$ cat src/rtl/i2c_pkg.sv
`default_nettype none
// ============================================================================
// Module   : i2c_pkg
// Purpose  : Shared types and constants for the codec-control I2C responder.
//            Holds the transaction state enum, the default target address,
//            the codec-reset register index and register-file geometry.
// Ports    : none (package)
// Revision : 1.0  initial release
// ============================================================================
package i2c_pkg;

    localparam logic [6:0] DEV_ADDR_DEFAULT = 7'h1A;
    localparam logic [6:0] REG_CODEC_RESET  = 7'h0F;
    localparam int         NUM_REGS         = 16;
    localparam int         REG_W            = 9;

    typedef enum logic [2:0] {
        ST_IDLE     = 3'd0,
        ST_DEV      = 3'd1,
        ST_ACK_DEV  = 3'd2,
        ST_REG      = 3'd3,
        ST_ACK_REG  = 3'd4,
        ST_DATA     = 3'd5,
        ST_ACK_DATA = 3'd6,
        ST_IGNORE   = 3'd7
    } i2c_state_t;

    // State entered once the ACK clock of the given ACK state has ended.
    function automatic i2c_state_t ack_next(input i2c_state_t s);
        i2c_state_t n;
        case (s)
            ST_ACK_DEV: n = ST_REG;
            ST_ACK_REG: n = ST_DATA;
            default:    n = ST_IGNORE;
        endcase
        return n;
    endfunction

endpackage : i2c_pkg
`default_nettype wire

$ cat src/rtl/i2c_line_sync.sv
`default_nettype none
// ============================================================================
// Module   : i2c_line_sync
// Purpose  : Brings the asynchronous SCLK/SDAT pins into the i_clk domain
//            and produces registered single-cycle bus events.
// Ports    : i_clk, i_rst        - system clock, synchronous active-high reset
//            i_sclk, i_sdat      - raw bus pins (asynchronous)
//            o_sda               - SDA level aligned with the event outputs
//            o_sclk_rise/o_sclk_fall - SCLK edge pulses
//            o_start/o_stop      - START / STOP condition pulses
// Revision : 1.0  initial release
// ============================================================================
module i2c_line_sync (
    input  logic i_clk,
    input  logic i_rst,
    input  logic i_sclk,
    input  logic i_sdat,
    output logic o_sda,
    output logic o_sclk_rise,
    output logic o_sclk_fall,
    output logic o_start,
    output logic o_stop
);

    logic r_scl_meta, r_scl_sync, r_scl_prev;
    logic r_sda_meta, r_sda_sync, r_sda_prev;
    logic r_rise, r_fall, r_start, r_stop;

    // Sync stages reset to the idle-bus level (both lines high) so leaving
    // reset on an idle bus produces no spurious events.
    always_ff @(posedge i_clk) begin
        if (i_rst) begin
            r_scl_meta <= 1'b1;
            r_scl_sync <= 1'b1;
            r_scl_prev <= 1'b1;
            r_sda_meta <= 1'b1;
            r_sda_sync <= 1'b1;
            r_sda_prev <= 1'b1;
            r_rise     <= 1'b0;
            r_fall     <= 1'b0;
            r_start    <= 1'b0;
            r_stop     <= 1'b0;
        end else begin
            r_scl_meta <= i_sclk;
            r_scl_sync <= r_scl_meta;
            r_scl_prev <= r_scl_sync;
            r_sda_meta <= i_sdat;
            r_sda_sync <= r_sda_meta;
            r_sda_prev <= r_sda_sync;
            r_rise     <= r_scl_sync & ~r_scl_prev;
            r_fall     <= ~r_scl_sync & r_scl_prev;
            // SCLK must be high on both samples so an SDA change racing an
            // SCLK edge is not mistaken for START/STOP.
            r_start    <= r_scl_sync & r_scl_prev & r_sda_prev & ~r_sda_sync;
            r_stop     <= r_scl_sync & r_scl_prev & ~r_sda_prev & r_sda_sync;
        end
    end

    // r_sda_prev holds the sample that the registered events were derived
    // from, so it is the bit value belonging to an o_sclk_rise pulse.
    assign o_sda       = r_sda_prev;
    assign o_sclk_rise = r_rise;
    assign o_sclk_fall = r_fall;
    assign o_start     = r_start;
    assign o_stop      = r_stop;

endmodule : i2c_line_sync
`default_nettype wire

$ cat src/rtl/i2c_codec_responder.sv
`default_nettype none
// ============================================================================
// Module   : i2c_codec_responder
// Purpose  : I2C write-only target modelling the audio codec control port.
//            Accepts {dev,W}, {reg[6:0],d[8]}, d[7:0] transactions, ACKs them
//            and commits 9-bit data into a 16-entry register file.
// Ports    : i_clk, i_rst              - system clock, sync active-high reset
//            i_sclk, i_sdat            - I2C bus pins (asynchronous)
//            o_sdat_oen                - 1 pulls SDA low (ACK)
//            o_busy                    - high between START and STOP
//            o_wr_valid/o_wr_addr/o_wr_data - per-write strobe and payload
//            i_rd_addr/o_rd_data       - combinational register file read
// Revision : 1.0  initial release
// ============================================================================
module i2c_codec_responder
    import i2c_pkg::*;
#(
    parameter logic [6:0] DEV_ADDR       = DEV_ADDR_DEFAULT,
    parameter int         SCL_MIN_CYCLES = 4
) (
    input  logic             i_clk,
    input  logic             i_rst,
    input  logic             i_sclk,
    input  logic             i_sdat,
    output logic             o_sdat_oen,
    output logic             o_busy,
    output logic             o_wr_valid,
    output logic [6:0]       o_wr_addr,
    output logic [REG_W-1:0] o_wr_data,
    input  logic [3:0]       i_rd_addr,
    output logic [REG_W-1:0] o_rd_data
);

    // SCL_MIN_CYCLES is a timing assumption on the master, not a checked limit.
    logic w_unused_cfg;
    assign w_unused_cfg = (SCL_MIN_CYCLES > 0);

    logic w_sda, w_rise, w_fall, w_start, w_stop;

    i2c_line_sync u_line_sync (
        .i_clk       (i_clk),
        .i_rst       (i_rst),
        .i_sclk      (i_sclk),
        .i_sdat      (i_sdat),
        .o_sda       (w_sda),
        .o_sclk_rise (w_rise),
        .o_sclk_fall (w_fall),
        .o_start     (w_start),
        .o_stop      (w_stop)
    );

    i2c_state_t       r_state;
    logic [2:0]       r_bit_cnt;
    logic [6:0]       r_shift;
    logic [7:0]       r_reg_byte;
    logic             r_sdat_oen;
    logic             r_busy;
    logic             r_wr_valid;
    logic [6:0]       r_wr_addr;
    logic [REG_W-1:0] r_wr_data;
    logic [REG_W-1:0] r_regs [NUM_REGS];

    // Complete byte as of the current rise: 7 shifted bits plus the bit now
    // being sampled.
    logic [7:0]       w_byte;
    logic [6:0]       w_reg_addr;
    logic [REG_W-1:0] w_reg_data;

    assign w_byte     = {r_shift, w_sda};
    assign w_reg_addr = r_reg_byte[7:1];
    assign w_reg_data = {r_reg_byte[0], w_byte};

    always_ff @(posedge i_clk) begin
        if (i_rst) begin
            r_state    <= ST_IDLE;
            r_bit_cnt  <= 3'd0;
            r_shift    <= 7'd0;
            r_reg_byte <= 8'd0;
            r_sdat_oen <= 1'b0;
            r_busy     <= 1'b0;
            r_wr_valid <= 1'b0;
            r_wr_addr  <= 7'd0;
            r_wr_data  <= '0;
            for (int i = 0; i < NUM_REGS; i++) begin
                r_regs[i] <= '0;
            end
        end else begin
            r_wr_valid <= 1'b0;
            if (w_stop) begin
                r_state    <= ST_IDLE;
                r_bit_cnt  <= 3'd0;
                r_sdat_oen <= 1'b0;
                r_busy     <= 1'b0;
            end else if (w_start) begin
                // Also covers repeated START: any partial transaction is dropped.
                r_state    <= ST_DEV;
                r_bit_cnt  <= 3'd0;
                r_sdat_oen <= 1'b0;
                r_busy     <= 1'b1;
            end else begin
                case (r_state)
                    ST_DEV, ST_REG, ST_DATA: begin
                        if (w_rise) begin
                            r_shift <= {r_shift[5:0], w_sda};
                            if (r_bit_cnt == 3'd7) begin
                                r_bit_cnt <= 3'd0;
                                if (r_state == ST_DEV) begin
                                    r_state <= (w_byte == {DEV_ADDR, 1'b0}) ? ST_ACK_DEV
                                                                            : ST_IGNORE;
                                end else if (r_state == ST_REG) begin
                                    r_reg_byte <= w_byte;
                                    r_state    <= ST_ACK_REG;
                                end else begin
                                    r_state    <= ST_ACK_DATA;
                                    r_wr_valid <= 1'b1;
                                    r_wr_addr  <= w_reg_addr;
                                    r_wr_data  <= w_reg_data;
                                    if (w_reg_addr == REG_CODEC_RESET) begin
                                        for (int i = 0; i < NUM_REGS; i++) begin
                                            r_regs[i] <= '0;
                                        end
                                    end else if (w_reg_addr[6:4] == 3'd0) begin
                                        r_regs[w_reg_addr[3:0]] <= w_reg_data;
                                    end
                                end
                            end else begin
                                r_bit_cnt <= r_bit_cnt + 3'd1;
                            end
                        end
                    end
                    ST_ACK_DEV, ST_ACK_REG, ST_ACK_DATA: begin
                        // First fall ends data bit 8 and starts the ACK; the
                        // second ends the ACK clock and releases SDA.
                        if (w_fall) begin
                            if (!r_sdat_oen) begin
                                r_sdat_oen <= 1'b1;
                            end else begin
                                r_sdat_oen <= 1'b0;
                                r_state    <= ack_next(r_state);
                            end
                        end
                    end
                    default: begin
                        // IDLE and IGNORE wait for START/STOP only.
                    end
                endcase
            end
        end
    end

    assign o_sdat_oen = r_sdat_oen;
    assign o_busy     = r_busy;
    assign o_wr_valid = r_wr_valid;
    assign o_wr_addr  = r_wr_addr;
    assign o_wr_data  = r_wr_data;
    assign o_rd_data  = r_regs[i_rd_addr];

endmodule : i2c_codec_responder
`default_nettype wire
$ cat config.mk
export PLATFORM = sky130hd
export DESIGN_NAME = i2c_codec_responder
export DESIGN_NICKNAME = d
export VERILOG_FILES = /design/src/rtl/i2c_pkg.sv /design/src/rtl/i2c_line_sync.sv /design/src/rtl/i2c_codec_responder.sv
export SDC_FILE = /design/constraint.sdc
export NUM_CORES = 1
export LEC_CHECK = 0
export ABC_AREA = 0
export BUFFER_PORTS_ARGS = -buffer_cell sky130_fd_sc_hd__buf_2
export CORE_MARGIN = 2
export CORE_UTILIZATION = 45
export CTS_BUF_LIST = sky130_fd_sc_hd__clkbuf_8
export CTS_CLUSTER_DIAMETER = 80
export DETAILED_ROUTE_END_ITERATION = 8
export GPL_TIMING_DRIVEN = 0
export PLACE_DENSITY = 0.64
export SLEW_MARGIN = 20
export SYNTH_ARGS = -nofsm -noshare
export SYNTH_HDL_FRONTEND = slang
export SYNTH_HIERARCHICAL = 1
export SYNTH_SLANG_ARGS = --single-unit
$ cat constraint.sdc
create_clock -name i_clk -period 2.3 [get_ports i_clk]
set_clock_uncertainty 0.05 [all_clocks]
set_input_delay 0.115 -clock i_clk [delete_from_list [all_inputs] [get_ports i_clk]]
set_output_delay 0.115 -clock i_clk [all_outputs]
set_load 0.02 [all_outputs]
Word level (Yosys, flattened, before mapping)
Memory sizes are Yosys's and may differ from the RTL's.
Index checks and enable logic that the tools add are counted.

cells by class
  add/subtract/negate cells = 1
  eq/ne operators = 17
  muxes and demuxes = 55
  bitwise gates (word level) = 34
  reduce and logical (&&, ||, !) cells = 16

operator list
  kind                   count
  $mux W9                17
  $mux W1                27
  $mux W3                7
  $or A1 B1 Y1           16
  $reduce_and A7 Y1      2
  $eq A3 B3 Y1 const B   4
  $pmux W3 S2            2
  $not A1 Y1             11
  $reduce_and A5 Y1      2
  $reduce_or A3 Y1       3
  $reduce_or A9 Y1       1
  $eq A8 B6 Y1 const B   1
  $and A1 B1 Y1          7
  $eq A7 B4 Y1 const B   1
  $reduce_or A7 Y1       1
  $eq A3 B2 Y1 const B   2
  $ne A3 B1 Y1 const B   2
  $ne A3 B2 Y1 const B   2
  $mux W4                1
  $ne A2 B1 Y1 const B   2
  $ne A2 B2 Y1 const B   2
  $reduce_and A2 Y1      2
  $reduce_and A4 Y1      1
  $add A3 B1 Y3 const B  1
  other kinds (6)        6

word-level totals
  bits in registers = 50
  bits in writable memories = 144
  input port bits = 8
  memories = 1

memories
  name    words  bits a word  rd ports  clocked after memory_dff  wr ports  RTL line                   text
  r_regs  16     9            1         0                         16        i2c_codec_responder.sv:61  logic [REG_W-1:0] r_regs [NUM_REGS];

Longest topological paths before layout
Gate-level depths: netlist of run 1.

  depth after elaboration = 14
  depth in mapped cells = 7
  gate-level depth less buffers = 5

By module
The synthesis of run 1 kept the hierarchy.

modules (own cells, without submodules)
  module               times used  cells an instance  area each (µm²)
  i2c_codec_responder  1           617                8142.8
  i2c_line_sync        1           22                 300.3

Worst setup path after synthesis of run 1
Ideal clock, no wire load.

  path type = register to register
  start = register r_bit_cnt[0]
  end = memory r_regs[10][0], enable pin
  setup time = 0.387 ns
  arrival time = 2.033 ns
  slack = -0.171 ns
  cell stages (with the launch flop) = 7
  path through = dfxtp_1 ha_1 ha_1 and4_4 nand4b_1 clkbuf_1 o21ai_0

RTL lines
  what                      RTL line                    text
  start: declaration        i2c_codec_responder.sv:53   logic [2:0] r_bit_cnt;
  start signal: assignment  i2c_codec_responder.sv:127  r_bit_cnt <= r_bit_cnt + 3'd1;
  end: declaration          i2c_codec_responder.sv:61

==> impl_metrics.yaml, run 1 <==
status:
  status: "complete, no violations"
yosys:
  edff_count_synth: 144
  register_bit_count_reported_by_yosys: 194
  synth_seq_area_share_pct: 63.07
  synth_largest_type_area_fraction_pct: 51.22
  post_synth.cell_area_avg_um2: 13.21
  syn_area_um2: 8443
  synth_compound_gate_area_share_pct: 4.209
  synth_area_leader: "sky130_fd_sc_hd__edfxtp_1"
  postSynth.asyncResetShare_pct: 0
  synth_common_cells: "sky130_fd_sc_hd__edfxtp_1 (144), sky130_fd_sc_hd__nor2_1 (100), sky130_fd_sc_hd__and2_1 (66)"
  synth_simple_gate_area_share_pct: 17.95
  synthesized_netlist_cell_count: 639
  largest_family_of_logic_cells_by_synthesized_area: "simple AND/OR/NAND/NOR gates"
  postSynth.topFlopCell: "sky130_fd_sc_hd__edfxtp_1"
  synth_xor_xnor_area_share_pct: 0.1037
  library_cell_with_the_highest_instance_count_after_synthesis: "sky130_fd_sc_hd__edfxtp_1"
  syn_warnings: 6
  synth_mux_area_share_pct: 11.74
  netlist_top_cells_area: "sky130_fd_sc_hd__edfxtp_1 (51%), sky130_fd_sc_hd__dfxtp_1 (12%), sky130_fd_sc_hd__mux4_2 (9.6%)"
  synth_cell_types: 53
  synth-adder-area-share_pct: 0.2964
grt:
  grt_pass1_vias: 5355
  gr-usage-met3_pct: 4.484
  grt.busiest_layer: "met2"
  grt_antenna_before_repair: 0
  use_met2_pct: 33.92
  global_route_wire_length_before_repair_mm: 30.68
  grt_start_max_net_pins: 18
  globalRouteMet1Util_pct: 28.12
  grt_usage_pct: 20.82
  global_route.overflow_total: 0
clock_tree:
  numClockSinks: 194
  cts_max_level: 4
  tritoncts: "done"
  clk_root_buffer_cell: "sky130_fd_sc_hd__clkbuf_8"
  clk-insertion-delay-late_ns: 0.48
  clock_tree.buffer_depth: 2
  cts.reportedPaths.clkPinSlew_ns: 0.10
  cts-buffers-inserted: 17
critical_path:
  r2r-end: "r_regs[1][3]$_SDFFCE_PN0P_"
  kind_of_cell_with_the_highest_combined_delay_on_the_critical_path: "buffers and inverters"
  reg2reg_from: "r_bit_cnt[0]$_SDFFE_PP0P_"
  crit_top_cell: "sky130_fd_sc_hd__buf_4"
  worst_path_class_setup: "reg -> reg"
  cp_num_buf_inv: 3
  master_of_the_slowest_instance_on_the_critical_path: "sky130_fd_sc_hd__dfxtp_1"
  reg2regPathDepth: 8
  timing.critical_path.to_type: "flip-flop"
  cp_data_arrival_time_ns: 2.37
  ff2ff_setup_slack_ns: 0.08
  cp-startpoint: "r_bit_cnt[0]$_SDFFE_PP0P_"
  start_kind: "flip-flop"
  worst-path-max-fanout: 10
  ordered_cell_list_for_the_critical_path: "ha_1 > ha_4 > and4_4 > buf_4 > nand3_1 > buf_6 > o21ai_4 > buf_4"
  worst_ep_required_time_ns: 2.45
  biggest_cell_delay_along_the_critical_path_ns: 0.37
drt:
  drc: 0
  drt-total-wl_mm: 19.61
  drt_pre_antenna_iters: 5
  route.detailed.wl_per_inst_um: 20.22
  vias_per_cell: 5.484
  dr_total_vias: 5319
  detailedRoute.firstIterationViolations: 394
  antenna_violating_nets_post_route: 0
timing:
  final_max_slew_viol_count: 0
  slew-limit-headroom_pct: 42.84
  fin_setup_tns_ns: 0
  finalHoldViolCount: 0
  grt_setup_unrepaired: "false"
  period_share_pct: 96.41
  highest_clock_frequency_the_design_can_meet_mhz: 451.0
  setup_viol_count_final: 0
  worst_slew_pin_tran_ns: 0.8574
  worst_hold_slack_ns: 0.2929
  period_needed_ns: 2.217
layout:
  regArea_um2: 5325
  antenna-diode-count: 0
  finish.instance_area_um2: 9811
  fillerInstances: 1543
  area_of_combinational_cells_with_multiple_inputs_um2: 3072
  final_nets: 733
  share_of_cells_above_drive_strength_1_pct: 24.59
  final_core_util_pct: 52.80
  layout-area-overhead-vs-synth_pct: 16.20
floorplan:
  dieArea_um2: 19870
  die-height_um: 141.0
  num_rows: 50
  core_area_um2: 18580
  start_util_pct: 45.44
  floorplan.io_pins: 36
  fp.dieW_um: 141.0
placement:
  placed_cell_area_um2: 8939
  weighted_congestion_reported_at_the_end_of_routability_driven_placement: 0.8173
  detailedPlacementHpwl_mm: 12.92
  port-buffer-count: 33
pwr:
  p_int_uw: 5386
  power_switching_share_pct: 22.08
  p_switching_uw: 1527
  share_clk_of_total_power_pct: 37.8
  power_per_cell_area_nw_per_um2: 704.6
  power.leakage_uw: 0.003676
  irDropWorstVdd_v: 0.0003832
  sequentialPowerShare_pct: 56.0
  p_total_uw: 6913
  power_frac_comb_pct: 6.1
worst_hold_path:
  timing.hold.worst_endpoint: "u_line_sync/r_scl_meta$_SDFF_PP1_"
  worstHoldPathCells: 3
  min-delay-start: "i_sclk"
  min_delay_path_class: "in -> reg"
flow_run:
  max-cap-violations: 0
==> per-layer routing <==
metal,vias to the layer above,routed length (µm)
li1,2454,-
met1,2651,8426
met2,187,9669
met3,27,1163
met4,0,354
met5,-,0
==> registers in the layout (all words and copies together) (netlist names), 3 cells and up <==
register	cells
r_state	3
o_wr_addr	7
r_regs	144
r_shift	7
r_reg_byte	8
o_wr_data	9
r_bit_cnt	3
==> worst min-delay path, delay by kind of cell <==
| family | cells | cell delay, ns |
|---|---|---|
| buffers and inverters | 2 | 0.60 |
| and+or+nand+nor | 1 | 0.08 |
==> cells by family after synthesis <==
| group | count (synthesis) |
|---|---|
| other cells | 1 |
| buf+inv | 52 |
| xor+xnor | 1 |
| mux | 54 |
| fa+ha+maj | 2 |
| flops | 194 |
| simple gates | 283 |
| compound gates | 52 |
==> stage by stage <==
step,setup WS [ns],instances
final,0.08263,970
after global routing,0.007173,970
after CTS,0.01057,965
after detailed placement,-0.6609,915
after global placement,-0.8936,914
after floorplan,-0.1708,647
==> how the worst max path moves through the flow <==
stage | end | slack [ns] | depth (start not counted)
finish | r_regs[1][3]$_SDFFCE_PN0P_ | 0.08 | 8
global route | r_regs[8][5]$_SDFFCE_PN0P_ | 0.007 | 8
CTS | r_regs[0][7]$_SDFFCE_PN0P_ | 0.01 | 8
detailed placement | r_regs[1][8]$_SDFFCE_PN0P_ | -0.66 | 7
global placement | r_regs[2][8]$_SDFFCE_PN0P_ | -0.89 | 6
floorplan | r_regs[10][0]$_SDFFCE_PN0P_ | -0.17 | 6
==> repair_timing <==
item / CTS / global route
setup buffers: 15 / 5
hold endpoints to repair: 5 / 0
hold buffers: 3 / 0
pin swaps: 12 / 3
gates resized for setup: 36 / 11
endpoints found under the setup margin: 148 / 113
==> cell usage in the layout, fill, tap and decap left out, drive strengths merged, types with 4 or more instances in the layout <==
master	instances
nand2b	10
conb	9
and2	66
nor2b	4
nor3	6
o21ai	7
a22oi	18
a21oi	17
nand2	65
mux4	36
clkbuf	44
clkinv	4
nor2	101
mux2i	18
nor3b	5
bufinv	6
or2	6
edfxtp	144
nand3	4
inv	12
dfxtp	50
buf	72
==> area by class of cell <==
type	instances	share of cell area, %
clock buffers	17	2.385
plain buffers	45	2.283
inverters	7	0.2678
well taps	234	2.984
multi-input cells	401	31.31
clock inverters	15	2.474
repair buffers	57	4.017
flip-flops and latches	194	54.28
==> power groups by stage <==
stage	combinational, µW	clock [µW]	sequential, µW
2_1_floorplan	261	0	3940
3_3_place_gp	373	0	3950
3_5_place_dp	381	0	3960
4_1_cts	421	2640	3870
5_1_grt	453	2770	3890
6_report	425	2610	3870
Note: power is estimated with default switching activity, not from simulation.
==> run 2, diff against run 1 <==
- PLACE_DENSITY: 0.64 -> 0.75
==> run 2 against run 1 <==
Maximum frequency shrank 0.97%; flip-flop and latch count unchanged; via count fell by 1.5%; cell count down 0.52%; worst setup slack worse by 0.022 ns; die area unchanged; non-clock buffer count shrank 5; utilization shrank 0.42 points; clock-buffer cell count up 2.
==> impl_metrics.yaml, run 2 (synthesis results as in run 1) <==
drt:
  antenna_violating_nets_post_route: 0
  dr_total_vias: 5240
  drt-total-wl_mm: 18.98
  detailedRoute.firstIterationViolations: 473
  vias_per_cell: 5.430
  highest_metal_used: "met4"
  route.layer.met1.wl_mm: 7.889
  wire_length_on_met2_mm: 9.475
  drc: 0
  route.detailed.wl_per_inst_um: 19.67
  dr_wl_met3_mm: 1.137
  drt_pre_antenna_iters: 7
floorplan:
  fp.dieW_um: 141.0
  core_area_um2: 18580
  start_util_pct: 45.44
  dieArea_um2: 19870
  floorplan.io_pins: 36
  die-height_um: 141.0
  num_rows: 50
pwr:
  irDropWorstVdd_v: 0.0003685
  power.leakage_uw: 0.003635
  power_per_cell_area_nw_per_um2: 674.8
  p_total_uw: 6567
timing:
  worst_hold_slack_ns: 0.3091
  final_max_slew_viol_count: 0
  grt_setup_unrepaired: "false"
  highest_clock_frequency_the_design_can_meet_mhz: 446.6
  setup_viol_count_final: 0
  slew-limit-headroom_pct: 46.59
  period_needed_ns: 2.239
  finalHoldViolCount: 0
  worst_slew_pin_tran_ns: 0.8011
  postLayoutSetupSlackWorst_ns: 0.06081
  fin_setup_tns_ns: 0
  period_share_pct: 97.36
critical_path:
  worst-path-max-fanout: 10
  cp-startpoint: "i_rd_addr[1]"
  cp_data_arrival_time_ns: 2.07
  reg2reg_from: "r_bit_cnt[0]$_SDFFE_PP0P_"
  endpoint: "o_rd_data[4]"
  r2r-end: "r_regs[3][7]$_SDFFCE_PN0P_"
  reg2regPathDepth: 6
  worst_ep_required_time_ns: 2.13
  ff2ff_setup_slack_ns: 0.08
  worst_path_class_setup: "in -> out"
  start_kind: "input pin"
  timing.critical_path.to_type: "primary output"
grt:
  grt_antenna_before_repair: 0
  global_route.overflow_total: 0
  global_route_wire_length_before_repair_mm: 29.39
  grt_start_max_net_pins: 17
  grt_pass1_vias: 5292
  grt_usage_pct: 19.80
layout:
  fillerInstances: 1462
  final_nets: 728
  mostFrequentLayoutCell: "sky130_fd_sc_hd__edfxtp_1"
  share_of_cells_above_drive_strength_1_pct: 23.53
  layout-area-overhead-vs-synth_pct: 15.26
  regMostFlops: "r_regs"
  largest_register_ffs: 144
  most-common-layout-cells: "sky130_fd_sc_hd__edfxtp_1 (144), sky130_fd_sc_hd__nor2_1 (100), sky130_fd_sc_hd__and2_1 (66)"
  antenna-diode-count: 0
  final_core_util_pct: 52.38
clock_tree:
  tritoncts: "done"
  clk-insertion-delay-late_ns: 0.47
  cts.reportedPaths.clkPinSlew_ns: 0.08
  cts-buffers-inserted: 17
  cts_max_level: 4
  numClockSinks: 194
  clk_root_buffer_cell: "sky130_fd_sc_hd__clkbuf_8"
  clock_tree.buffer_depth: 2
placement:
  weighted_congestion_reported_at_the_end_of_routability_driven_placement: 0.7740
  detailedPlacementHpwl_mm: 12.33
  pre_cts_slack_ns: -0.5536
  port-buffer-count: 33
flow_run:
  max-cap-violations: 0
status:
  status: "complete, no violations"
worst_hold_path:
  worstHoldPathCells: 3
  min_delay_path_class: "in -> reg"
==> run 2: changes by cell type in the layout (fill, tap and decap cells not counted), moves of 2 or more <==
cell,change
sky130_fd_sc_hd__clkinv_4,-2
sky130_fd_sc_hd__inv_4,+2
sky130_fd_sc_hd__buf_12,+3
sky130_fd_sc_hd__inv_1,+4
sky130_fd_sc_hd__buf_6,-2
sky130_fd_sc_hd__buf_4,-7
sky130_fd_sc_hd__clkbuf_8,+2
sky130_fd_sc_hd__inv_6,-3
sky130_fd_sc_hd__bufinv_16,-2
==> run 2: area by class of cell <==
class,instances,area (µm²),share of cell area [%]
multi-input cells,401,3074,31.59
flip-flops and latches,194,5325,54.72
repair buffers,52,390.4,4.011
well taps,234,292.8,3.008
plain buffers,45,219.0,2.250
clock inverters,13,142.6,1.466
inverters,7,26.28,0.2700
clock buffers,19,261.5,2.687
==> run 2: worst max-delay path, cell delays in order <==
cell                       delay [ns]
sky130_fd_sc_hd__clkbuf_1        0.38
sky130_fd_sc_hd__clkbuf_1        0.58
sky130_fd_sc_hd__mux4_2          0.41
sky130_fd_sc_hd__a22oi_1         0.28
sky130_fd_sc_hd__nand2_1         0.12
sky130_fd_sc_hd__buf_2           0.18
==> run 2: report_power, final <==
part	internal (µW)	switching [µW]	leakage [µW]	total, µW
sequential	3840	35.7	0.00189	3880
clock	1120	1150	0.000226	2260
combinational	182	244	0.00152	426
==> run 2: worst min path at each step <==
stage	to	start	slack [ns]
global route	u_line_sync/r_sda_meta$_SDFF_PP1_	i_sdat	0.30
finish	u_line_sync/r_sda_meta$_SDFF_PP1_	i_sdat	0.31
global placement	u_line_sync/r_sda_meta$_SDFF_PP1_	i_sdat	0.24
CTS	u_line_sync/r_sda_meta$_SDFF_PP1_	i_sdat	0.28
floorplan	u_line_sync/o_sclk_rise$_SDFF_PP0_	i_rst	0.14
detailed placement	u_line_sync/r_sda_meta$_SDFF_PP1_	i_sdat	0.25
==> run 2: through the flow <==
stage	cell area, µm²	std cells
2_1_floorplan	8473	647
3_3_place_gp	8931	914
3_5_place_dp	8931	914
4_1_cts	9648	959
5_1_grt	9732	965
6_report	9732	965
==> run 2: what timing repair did <==
item / 4_1_cts / 5_1_grt
buffers inserted: 10 / 6
setup endpoints to repair: 146 / 153
hold buffers: 3 / 0
cloned: 0 / 0
hold endpoints to repair: 4 / 0
resized for setup: 30 / 19
pin swaps: 10 / 4
==> run 2: per-layer routing <==
layer,up-vias,track usage [%]
met1,2565,25.81
li1,2447,-
met3,32,3.635
met5,-,0
met2,196,33.79
met4,0,6.526
==> run 3, diff against run 2 <==
- ABC_AREA: 0 -> 1
==> run 3 against run 2 <==
Sequential power barely moved; critical endpoint is now r_regs[2][2]$_SDFFCE_PN0P_; design area rose by 3.5%; synthesized cell count rose by 44%; combinational power rose by 18%; die area rose by 4.1%.
==> impl_metrics.yaml, run 3 <==
status:
  status: "complete, no violations"
critical_path:
  start_kind: "input pin"
  reg2reg_from: "r_bit_cnt[0]$_SDFFE_PP0P_"
  timing.critical_path.to_type: "flip-flop"
  worst_path_class_setup: "in -> reg"
  worst_ep_required_time_ns: 2.39
  cp_data_arrival_time_ns: 2.33
  cp-startpoint: "i_rst"
  worst-path-max-fanout: 11
yosys:
  synth_cell_types: 29
  postSynth.topFlopCell: "sky130_fd_sc_hd__edfxtp_1"
  edff_count_synth: 144
  synth_common_cells: "sky130_fd_sc_hd__nor2_1 (188), sky130_fd_sc_hd__edfxtp_1 (144), sky130_fd_sc_hd__inv_1 (101)"
  synth_area_leader: "sky130_fd_sc_hd__edfxtp_1"
  synth_largest_type_area_fraction_pct: 49.15
  postSynth.asyncResetShare_pct: 0
  synthesized_netlist_cell_count: 921
  register_bit_count_reported_by_yosys: 194
  syn_warnings: 6
  post_synth.cell_area_avg_um2: 9.552
  netlist_top_cells_area: "sky130_fd_sc_hd__edfxtp_1 (49%), sky130_fd_sc_hd__dfxtp_1 (11%), sky130_fd_sc_hd__nor2_1 (8.0%)"
  syn_area_um2: 8797
  synth_seq_area_share_pct: 60.53
  library_cell_with_the_highest_instance_count_after_synthesis: "sky130_fd_sc_hd__nor2_1"
grt:
  gr-usage-met3_pct: 5.531
  grt_pass1_vias: 6445
  global_route_wire_length_before_repair_mm: 35.25
  global_route.overflow_total: 0
  grt.busiest_layer: "met2"
  grt_start_max_net_pins: 20
  grt_usage_pct: 22.88
  globalRouteMet1Util_pct: 30.30
  grt_antenna_before_repair: 0
  use_met2_pct: 36.62
pwr:
  irDropWorstVdd_v: 0.0004833
  power_per_cell_area_nw_per_um2: 662.0
  power.leakage_uw: 0.003888
layout:
  antenna-diode-count: 0
  final_nets: 1006
  most-common-layout-cells: "sky130_fd_sc_hd__nor2_1 (187), sky130_fd_sc_hd__edfxtp_1 (144), sky130_fd_sc_hd__inv_1 (101)"
  largest_register_ffs: 144
  finalNonFillerCells: 1274
  mostFrequentLayoutCell: "sky130_fd_sc_hd__nor2_1"
  final_core_util_pct: 52.10
  layout-area-overhead-vs-synth_pct: 14.51
  fillerInstances: 1722
  regMostFlops: "r_regs"
  share_of_cells_above_drive_strength_1_pct: 12.69
clock_tree:
  cts_max_level: 4
  numClockSinks: 194
  clock_tree.buffer_depth: 2
  tritoncts: "done"
  cts.reportedPaths.clkPinSlew_ns: 0.11
  clk_root_buffer_cell: "sky130_fd_sc_hd__clkbuf_8"
  cts-buffers-inserted: 17
  clk-insertion-delay-late_ns: 0.48
placement:
  weighted_congestion_reported_at_the_end_of_routability_driven_placement: 0.8981
  dp_cells: 1225
  port-buffer-count: 31
  detailedPlacementHpwl_mm: 15.66
drt:
  drt_pre_antenna_iters: 5
  detailedRoute.firstIterationViolations: 808
  vias_per_cell: 5.491
  antenna_violating_nets_post_route: 0
  route.detailed.wl_per_inst_um: 18.06
  drc: 0
  dr_total_vias: 6995
  drt-total-wl_mm: 23.01
floorplan:
  num_rows: 51
  die-height_um: 143.8
  floorplan.io_pins: 36
  dieArea_um2: 20680
  core_area_um2: 19330
  start_util_pct: 45.50
  fp.dieW_um: 143.8
flow_run:
  max-cap-violations: 0
timing:
  worst_hold_slack_ns: 0.3697
  highest_clock_frequency_the_design_can_meet_mhz: 447.0
  period_needed_ns: 2.237
  final_max_slew_viol_count: 0
  slew-limit-headroom_pct: 44.20
  setup_viol_count_final: 0
  finalHoldViolCount: 0
  worst_slew_pin_tran_ns: 0.8370
  period_share_pct: 97.27
worst_hold_path:
  min-delay-start: "u_line_sync/r_sda_meta$_SDFF_PP1_"
  min_delay_path_class: "reg -> reg"
run 3: changes by cell type after synthesis, sizes merged, moves of 11 or more:
cell	previous run	this run
inv	7	104
nor2	101	189
nand3	4	88
and2	66	0
o21ai	7	70
a21oi	17	67
mux4	36	0
o211ai	1	37
a22oi	18	0
mux2i	18	0
nand2	65	82
nand4	3	16
clkbuf	28	40
clkinv	0	11
run 3: layer usage:
metal	wire length (µm)	part of all wire (%)	vias up
met5	0	0	-
met4	694	3.0	0
met3	2296	10	57
met2	10830	47	404
met1	9187	40	3278
li1	-	-	3256
run 3: critical path, cell delays in order:
cell,delay [ns]
sky130_fd_sc_hd__dlygate4sd3_1,0.53
sky130_fd_sc_hd__buf_2,0.19
sky130_fd_sc_hd__inv_1,0.09
sky130_fd_sc_hd__clkbuf_1,0.30
sky130_fd_sc_hd__buf_1,0.68
sky130_fd_sc_hd__nand3_2,0.40
run 3: worst paths after layout:
| path | endpoint | slack (ns) | cells after the start |
|---|---|---|---|
| worst max-delay path | r_regs[2][2]$_SDFFCE_PN0P_ | 0.06 | 6 |
| worst min-delay path | u_line_sync/r_sda_sync$_SDFF_PP1_ | 0.37 | 1 |
| worst max register to register | r_regs[10][8]$_SDFFCE_PN0P_ | 0.10 | 9 |
| worst min register to register | u_line_sync/r_sda_sync$_SDFF_PP1_ | 0.37 | 1 |
run 3: kinds of logic (layout without fill, tap and decap cells):
logic type / count (synthesis) / in the layout / synth area share, %
AOI/OAI and AO/OA: 175 / 175 / 11.09
buffers and inverters: 168 / 247 / 7.623
other: 1 / 9 / 0.04263
DFF: 194 / 194 / 60.53
and+or+nand+nor: 381 / 382 / 20.42
adders and majority gates: 2 / 2 / 0.2844
run 3: where the power goes:
| part | leakage [µW] | internal, µW | switching (µW) | total (µW) |
|---|---|---|---|---|
| clock | 0.000201 | 910 | 1350 | 2260 |
| combinational | 0.00189 | 142 | 360 | 503 |
| sequential | 0.00180 | 3870 | 36.8 | 3910 |
| total | 0.00389 | 4920 | 1750 | 6670 |
run 3: repair_timing:
action,CTS,global route
cloned,0,1
buffers inserted,0,11
resized for setup,14,29
pin swaps,0,1
hold buffers,5,0
endpoints found under the hold margin,9,0
setup endpoints to repair,144,145
run 3: per-stage QoR:
step                TNS [ns]  setup slack, ns  area [µm²]  power (µW)
finish                     0          0.06268       10070        6668
global route         -0.3988         -0.03438       10070        6871
CTS                   -8.848          -0.1096        9839        6646
detailed placement    -20.38          -0.2649        9314        4451
global placement      -10.64          -0.1555        9314        4435
floorplan                  0           0.2588        8827        4285
run 3: layout make-up:
type,instances,area (µm²),area share (%)
sequential,194,5325,52.86
multi-input combinational,568,3033,30.11
inverter,115,431.7,4.285
tap,265,331.6,3.292
timing repair buffer,47,300.3,2.981
buffer,53,251.5,2.497
clock buffer,17,234.0,2.323
clock inverter,15,166.4,1.652
